[config.mk]
export PLATFORM = sky130hd
export DESIGN_NAME = e10_mgmt_arb
export DESIGN_NICKNAME = d
export VERILOG_FILES = /design/src/rtl/e10_mgmt_pkg.sv /design/src/rtl/e10_mgmt_rr_arb.sv /design/src/rtl/e10_mgmt_arb.sv
export SDC_FILE = /design/constraint.sdc
export NUM_CORES = 1
export LEC_CHECK = 0
export CAP_MARGIN = 20
export CORE_MARGIN = 3
export CORE_UTILIZATION = 35
export DETAILED_ROUTE_END_ITERATION = 10
export GPL_ROUTABILITY_DRIVEN = 0
export PLACE_DENSITY = 0.85
export SLEW_MARGIN = 20
export SYNTH_ARGS = -nofsm -noshare
export SYNTH_HDL_FRONTEND = slang
export SYNTH_SLANG_ARGS = --single-unit
export TNS_END_PERCENT = 10
[constraint.sdc]
create_clock -name clk -period 1.95 [get_ports clk]
set_input_delay 0.39 -clock clk [delete_from_list [all_inputs] [get_ports clk]]
set_output_delay 0.39 -clock clk [all_outputs]
set_load 0.05 [all_outputs]
[src/rtl/e10_mgmt_pkg.sv]
// e10_mgmt_pkg: shared types and constants for the E10 management bus arbiter
package e10_mgmt_pkg;
   localparam int MGMT_PORT_W = 2;
   localparam int MGMT_ADDR_W = 16;
   localparam int MGMT_DATA_W = 32;
   localparam logic [31:0] MGMT_ERR_DATA = 32'hDEAD_BEEF;
   typedef enum logic [1:0] {IDLE, ISSUE, WAIT, RESP} t_mgmt_state;
   typedef struct packed {
      logic                   write;
      logic [MGMT_PORT_W-1:0] port;
      logic [MGMT_ADDR_W-1:0] addr;
      logic [MGMT_DATA_W-1:0] wdata;
   } t_mgmt_req;
endpackage

[src/rtl/e10_mgmt_rr_arb.sv]
// e10_mgmt_rr_arb: round-robin arbiter; priority starts just after the last granted index
module e10_mgmt_rr_arb #(
   parameter int NUM_REQ = 2,
   parameter int IDX_W   = $clog2(NUM_REQ)
) (
   input  logic               clk,
   input  logic               reset,
   input  logic [NUM_REQ-1:0] req,
   input  logic               advance,
   output logic [NUM_REQ-1:0] grant,
   output logic [IDX_W-1:0]   index
);
   logic [IDX_W-1:0] last;
   // scan from lowest to highest priority so the nearest requester after last wins
   always_comb begin
      index = '0;
      for (int k = NUM_REQ; k >= 1; k--)
         if (req[(int'(last) + k) % NUM_REQ]) index = IDX_W'((int'(last) + k) % NUM_REQ);
      grant = |req ? NUM_REQ'(1) << index : '0;
   end
   // pointer starts at the top index so requester 0 is favoured out of reset
   always_ff @(posedge clk) begin
      if (reset) last <= IDX_W'(NUM_REQ - 1);
      else if (advance) last <= index;
   end
endmodule

[src/rtl/e10_mgmt_arb.sv]
// e10_mgmt_arb: shares the per-port E10 MAC CSR buses among requesters, one transaction at a time.
// Optional E10_MGMT_ARB_STATS_EN adds saturating txn_count / timeout_count outputs.
module e10_mgmt_arb import e10_mgmt_pkg::*; #(
   parameter int NUM_REQ        = 2,
   parameter int NUM_PORTS      = 4,
   parameter int ADDR_W         = MGMT_ADDR_W,
   parameter int DATA_W         = MGMT_DATA_W,
   parameter int TIMEOUT_CYCLES = 1024
) (
   input  logic                        clk,
   input  logic                        reset,
   input  logic [NUM_REQ-1:0]          req_valid,
   output logic [NUM_REQ-1:0]          req_ready,
   input  logic [NUM_REQ-1:0]          req_write,
   input  logic [NUM_REQ*2-1:0]        req_port,
   input  logic [NUM_REQ*ADDR_W-1:0]   req_addr,
   input  logic [NUM_REQ*DATA_W-1:0]   req_wdata,
   output logic [NUM_REQ-1:0]          rsp_valid,
   output logic [DATA_W-1:0]           rsp_data,
   output logic                        rsp_err,
   output logic [NUM_PORTS-1:0]        mac_read,
   output logic [NUM_PORTS-1:0]        mac_write,
   output logic [ADDR_W-1:0]           mac_address,
   output logic [DATA_W-1:0]           mac_writedata,
   input  logic [NUM_PORTS*DATA_W-1:0] mac_readdata,
   input  logic [NUM_PORTS-1:0]        mac_waitrequest,
   output logic                        busy
`ifdef E10_MGMT_ARB_STATS_EN
   ,
   output logic [31:0]                 txn_count,
   output logic [15:0]                 timeout_count
`endif
);
   localparam int IDX_W = $clog2(NUM_REQ);
   localparam int CNT_W = $clog2(TIMEOUT_CYCLES);
   t_mgmt_state state, state_nxt;
   t_mgmt_req req_q;
   logic [NUM_REQ-1:0] gnt, owner;
   logic [IDX_W-1:0] gnt_idx;
   logic [DATA_W-1:0] data_q, rdata_sel;
   logic [CNT_W-1:0] tmo_cnt;
   logic err_q, fire, on_bus, port_ok, wait_sel, tmo_hit, done, fail;

   e10_mgmt_rr_arb #(.NUM_REQ(NUM_REQ)) u_rr (
      .clk     (clk),
      .reset   (reset),
      .req     (req_valid),
      .advance (fire),
      .grant   (gnt),
      .index   (gnt_idx)
   );

   // decode the latched target port; an out-of-range port never matches, so it sees no bus
   always_comb begin
      wait_sel = 1'b0;
      rdata_sel = '0;
      for (int p = 0; p < NUM_PORTS; p++)
         if (req_q.port == MGMT_PORT_W'(p)) begin
            wait_sel = mac_waitrequest[p];
            rdata_sel = mac_readdata[p*DATA_W +: DATA_W];
         end
      port_ok = int'(req_q.port) < NUM_PORTS;
      on_bus = state == ISSUE || state == WAIT;
      tmo_hit = on_bus && port_ok && wait_sel && tmo_cnt == CNT_W'(TIMEOUT_CYCLES - 1);
      done = on_bus && (!port_ok || !wait_sel || tmo_hit);
      fail = !port_ok || tmo_hit;
      fire = state == IDLE && |req_valid && !reset;
   end

   // state register
   always_ff @(posedge clk) begin
      if (reset) state <= IDLE;
      else state <= state_nxt;
   end

   // next state: ISSUE already samples waitrequest so a zero-wait access answers at grant+2;
   // an invalid port also passes through ISSUE (without strobes) so its latency matches
   always_comb begin
      state_nxt = state;
      case (state)
         IDLE:        state_nxt = fire ? ISSUE : IDLE;
         ISSUE, WAIT: state_nxt = done ? RESP : WAIT;
         default:     state_nxt = IDLE;
      endcase
   end

   // request latch, owner, timeout counter and response capture
   always_ff @(posedge clk) begin
      if (reset) begin
         req_q <= '0;
         owner <= '0;
         data_q <= '0;
         err_q <= 1'b0;
         tmo_cnt <= '0;
      end else begin
         if (fire) begin
            req_q.write <= req_write[gnt_idx];
            req_q.port <= req_port[gnt_idx*2 +: 2];
            req_q.addr <= MGMT_ADDR_W'(req_addr[gnt_idx*ADDR_W +: ADDR_W]);
            req_q.wdata <= MGMT_DATA_W'(req_wdata[gnt_idx*DATA_W +: DATA_W]);
            owner <= gnt;
         end
         tmo_cnt <= (on_bus && wait_sel) ? tmo_cnt + 1'b1 : '0;
         if (done) begin
            err_q <= fail;
            data_q <= fail ? DATA_W'(MGMT_ERR_DATA) : (req_q.write ? '0 : rdata_sel);
         end
      end
   end

   // outputs: grant pulse, response pulse and the single active per-port strobe
   always_comb begin
      req_ready = fire ? gnt : '0;
      rsp_valid = state == RESP ? owner : '0;
      rsp_data = state == RESP ? data_q : '0;
      rsp_err = state == RESP && err_q;
      busy = state != IDLE;
      mac_read = '0;
      mac_write = '0;
      for (int p = 0; p < NUM_PORTS; p++)
         if (on_bus && req_q.port == MGMT_PORT_W'(p)) begin
            mac_read[p] = !req_q.write;
            mac_write[p] = req_q.write;
         end
      mac_address = on_bus && port_ok ? ADDR_W'(req_q.addr) : '0;
      mac_writedata = on_bus && port_ok && req_q.write ? DATA_W'(req_q.wdata) : '0;
   end

`ifdef E10_MGMT_ARB_STATS_EN
   // saturating completion and timeout counters
   always_ff @(posedge clk) begin
      if (reset) begin
         txn_count <= '0;
         timeout_count <= '0;
      end else begin
         if (state == RESP && txn_count != '1) txn_count <= txn_count + 1'b1;
         if (tmo_hit && timeout_count != '1) timeout_count <= timeout_count + 1'b1;
      end
   end
`endif
endmodule

==> impl_metrics.toml <==
[cts]
numCtsBuffers = 9
root_buffer = "clkbuf_16"
htree_levels = 3
holdBufCountCts = 0
cts_buffer_depth = 2
cts_tree = "done"
clk_pin_slew_ps = 70
clock_sinks = 99
clock_insertion_delay_worst_skew_ps = 350

[setup_path]
crit_buf_inv = 4
path_max_fanout = 5
critPathKind = "flip-flop to output pin"
timing.critical_path.arrival_ps = 1660
worst_setup_path_end_kind = "output pin"
setup.worst_path.start = "state[0]$_SDFF_PP0_"
start_kind = "flip-flop"
reg2reg_from = "req_q[48]$_SDFFE_PP0P_"
slowest_stage = "dfxtp_2"
cpPeakStageDelay_ps = 350
cpLargestDelayFamily = "buffers and inverters"
worstPathRequired_ps = 1560
crit_chain = "inv_2 > ha_4 > buf_8 > buf_4 > and3_4 > buf_12"

[synth]
synth_xor_xnor_area_share_pct = 0.436
synth_top_area_share_pct = 32.9
avgSynthCellArea_um2 = 8.71
synth.top_cells.by_count = "dfxtp_1, nand3_1, clkbuf_1"
yosys.area_share.simple_pct = 24.7
synth_largest_area_cell = "dfxtp_1"
synthesis.area_mm2 = 0.00603
synth.area.top_cells = "dfxtp_1, mux4_2, nand3_1"
synth-seq-cells = 99
async_flop_share_pct = 0
synth.area.mux_share_pct = 12.3
yosysSeqAreaShare_pct = 32.9
synth-edff-count = 0
netlist_instances = 692
synthAdderAreaFrac_pct = 0.623
synth_nets = 933
ys_warn_count = 0
ys.flop_type = "dfxtp_1"
yosysMostFrequentCell = "dfxtp_1"
synth.distinct_cells = 40
synth_compound_area_share_pct = 21.6
synth_top_family_by_area = "simple AND/OR/NAND/NOR gates"

[timing]
period_needed_ps = 2050
fin_ws_ps = -105
drv_slew = 0
slew_headroom_pct = 62.8
fin_skew_ps = 15.2
finalSetupViolCount = 50
hold_violations = 0
tightest_slew_ps = 555
rsz0062_at_grt = "yes"
max_freq_mhz = 487
fin_tns_setup_ps = -2700
fin_crit_sh_pct = 105

[placed_design]
dpl-instance-area_mm2 = 0.0107
dp_hpwl_um = 18300
dp_slack_ps = -300
io_buffers = 331
dpl.cell_count = 1200

[grt]
grt_pass1_vias = 6966
track_usage_pct = 25.2
grt_pass1_wl_um = 36900
overflow = 0
grt_max_degree = 52
antenna_found_initial = 0

[min_path]
min_from = "owner[0]$_SDFFE_PP0P_"
hold_class = "flip-flop to flip-flop"

[route]
wl_met1_um = 9010
drc = 0
ant_nets = 0
drt_iter0_drc = 376
vias_per_cell = 5.68
wl_um = 25000
wl_met3_um = 2290
routed.top_layer = "met4"
vias = 6947
drt-wirelength-per-cell_um = 20.5
met2_length_um = 12800
drt_pre_antenna_iters = 7

[status]
violations = "negative setup slack"
status = "complete, but fails checks"

[pwr]
power_density_mw_per_mm2 = 955
ir_worst_vdd_v = 0.000955
power_mw = 10.9
p_leak_nw = 4.10

[job]
cap_violations = 0

[floorplanning]
start_util_pct = 36.1
core_area_mm2 = 0.0167
dieWidth_um = 137
io_pins = 332
die_y_um = 137
design.die.area_mm2 = 0.0188
fp-row-count = 47

[cells_and_area]
fin_area_mm2 = 0.0114
syn_to_final_growth_pct = 89.4
n_antenna_cell = 0
fillCellCount = 1233
final_layout_size_suffix_gt1_share_pct = 30.4
fin_cells = 1222
final_nets = 1238
-- final timing paths --
check	end	slack (ps)	cells after the start
worst max-delay path	mac_writedata[8]	-100	6
worst min-delay path	owner[0]$_SDFFE_PP0P_	450	1
worst max register to register	data_q[3]$_SDFFE_PP0P_	30	4
worst min register to register	owner[0]$_SDFFE_PP0P_	450	1
-- area by class of cell --
cell class	count	area [um^2]	share of cell area, %
clock buffer	10	229	2.01
clock inverter	6	73.8	0.647
inverter	33	129	1.13
multi-input combinational	483	3980	34.8
sequential	99	1990	17.4
tap	220	275	2.41
timing repair buffer	371	4740	41.5
-- routing by layer --
layer  up-vias  global-route usage, %
met5         -                      0
met4         0                   9.87
met3        59                   7.96
met2       344                   45.3
met1      3359                   27.5
li1       3185                      -
-- stage by stage --
step	hold slack (ps)	utilization [%]
2_1_floorplan	418	-
3_3_place_gp	424	63.9
3_5_place_dp	432	63.9
4_1_cts	448	67.6
5_1_grt	482	68.3
6_report	453	68.3
-- registers in the layout, indices dropped and copies added, names as in the netlist --
signal,cells
req_q,51
tmo_cnt,10
owner,2
state,2
u_rr.last,1
data_q,32
err_q,1
-- worst register-to-register path: cells and delay by family, from the launching register on --
kind                   cells  cell delay (ps)
buffers and inverters      1              170
AOI/OAI and AO/OA          2              620
DFF                        1              430
muxes                      1              570
-- kinds of logic (layout without fill, tap and decap cells) --
| kind of cell | count (synthesis) | count (layout) |
|---|---|---|
| xor gates and xnor gates | 3 | 3 |
| and+or+nand+nor | 269 | 269 |
| adders and majority gates | 3 | 3 |
| buffers and inverters | 110 | 420 |
| DFF | 99 | 99 |
| muxes | 33 | 33 |
| AOI/OAI and AO/OA | 175 | 175 |
-- cells in the final DEF, fill, tap and decap left out, types with 4 or more instances in the layout --
cell	netlist	final
a2111oi_2	21	21
a211o_1	8	8
a211oi_1	24	24
a21oi_1	16	16
a31oi_1	41	41
a32oi_1	10	10
and2_1	54	11
and2_4	0	43
and3_1	41	11
and3_4	0	29
and3b_1	10	8
buf_12	0	100
buf_4	2	23
buf_6	3	5
buf_8	0	4
clkbuf_16	0	9
clkdlybuf4s50_1	0	236
dfxtp_1	99	94
dfxtp_2	0	5
inv_1	31	29
mux4_2	33	33
nand2_1	8	5
nand3_1	97	97
nor2_1	35	28
nor2_4	0	6
nor2b_1	9	9
o21ai_0	15	14
o21ai_1	30	31
or3_1	4	4
-- timing repair --
item,in CTS,in global routing
cloned,2,0
setup endpoints to repair,65,118
setup buffers,4,0
gates resized for setup,60,40
pin swaps,33,21
-- power by group --
part,internal (mW),switching (mW),leakage (nW)
Clock,1.02,0.861,0.146
Combinational,2.83,3.30,3.14
Sequential,2.53,0.360,0.810
Total,6.38,4.52,4.10
Note: power is estimated with default switching activity, not from simulation.
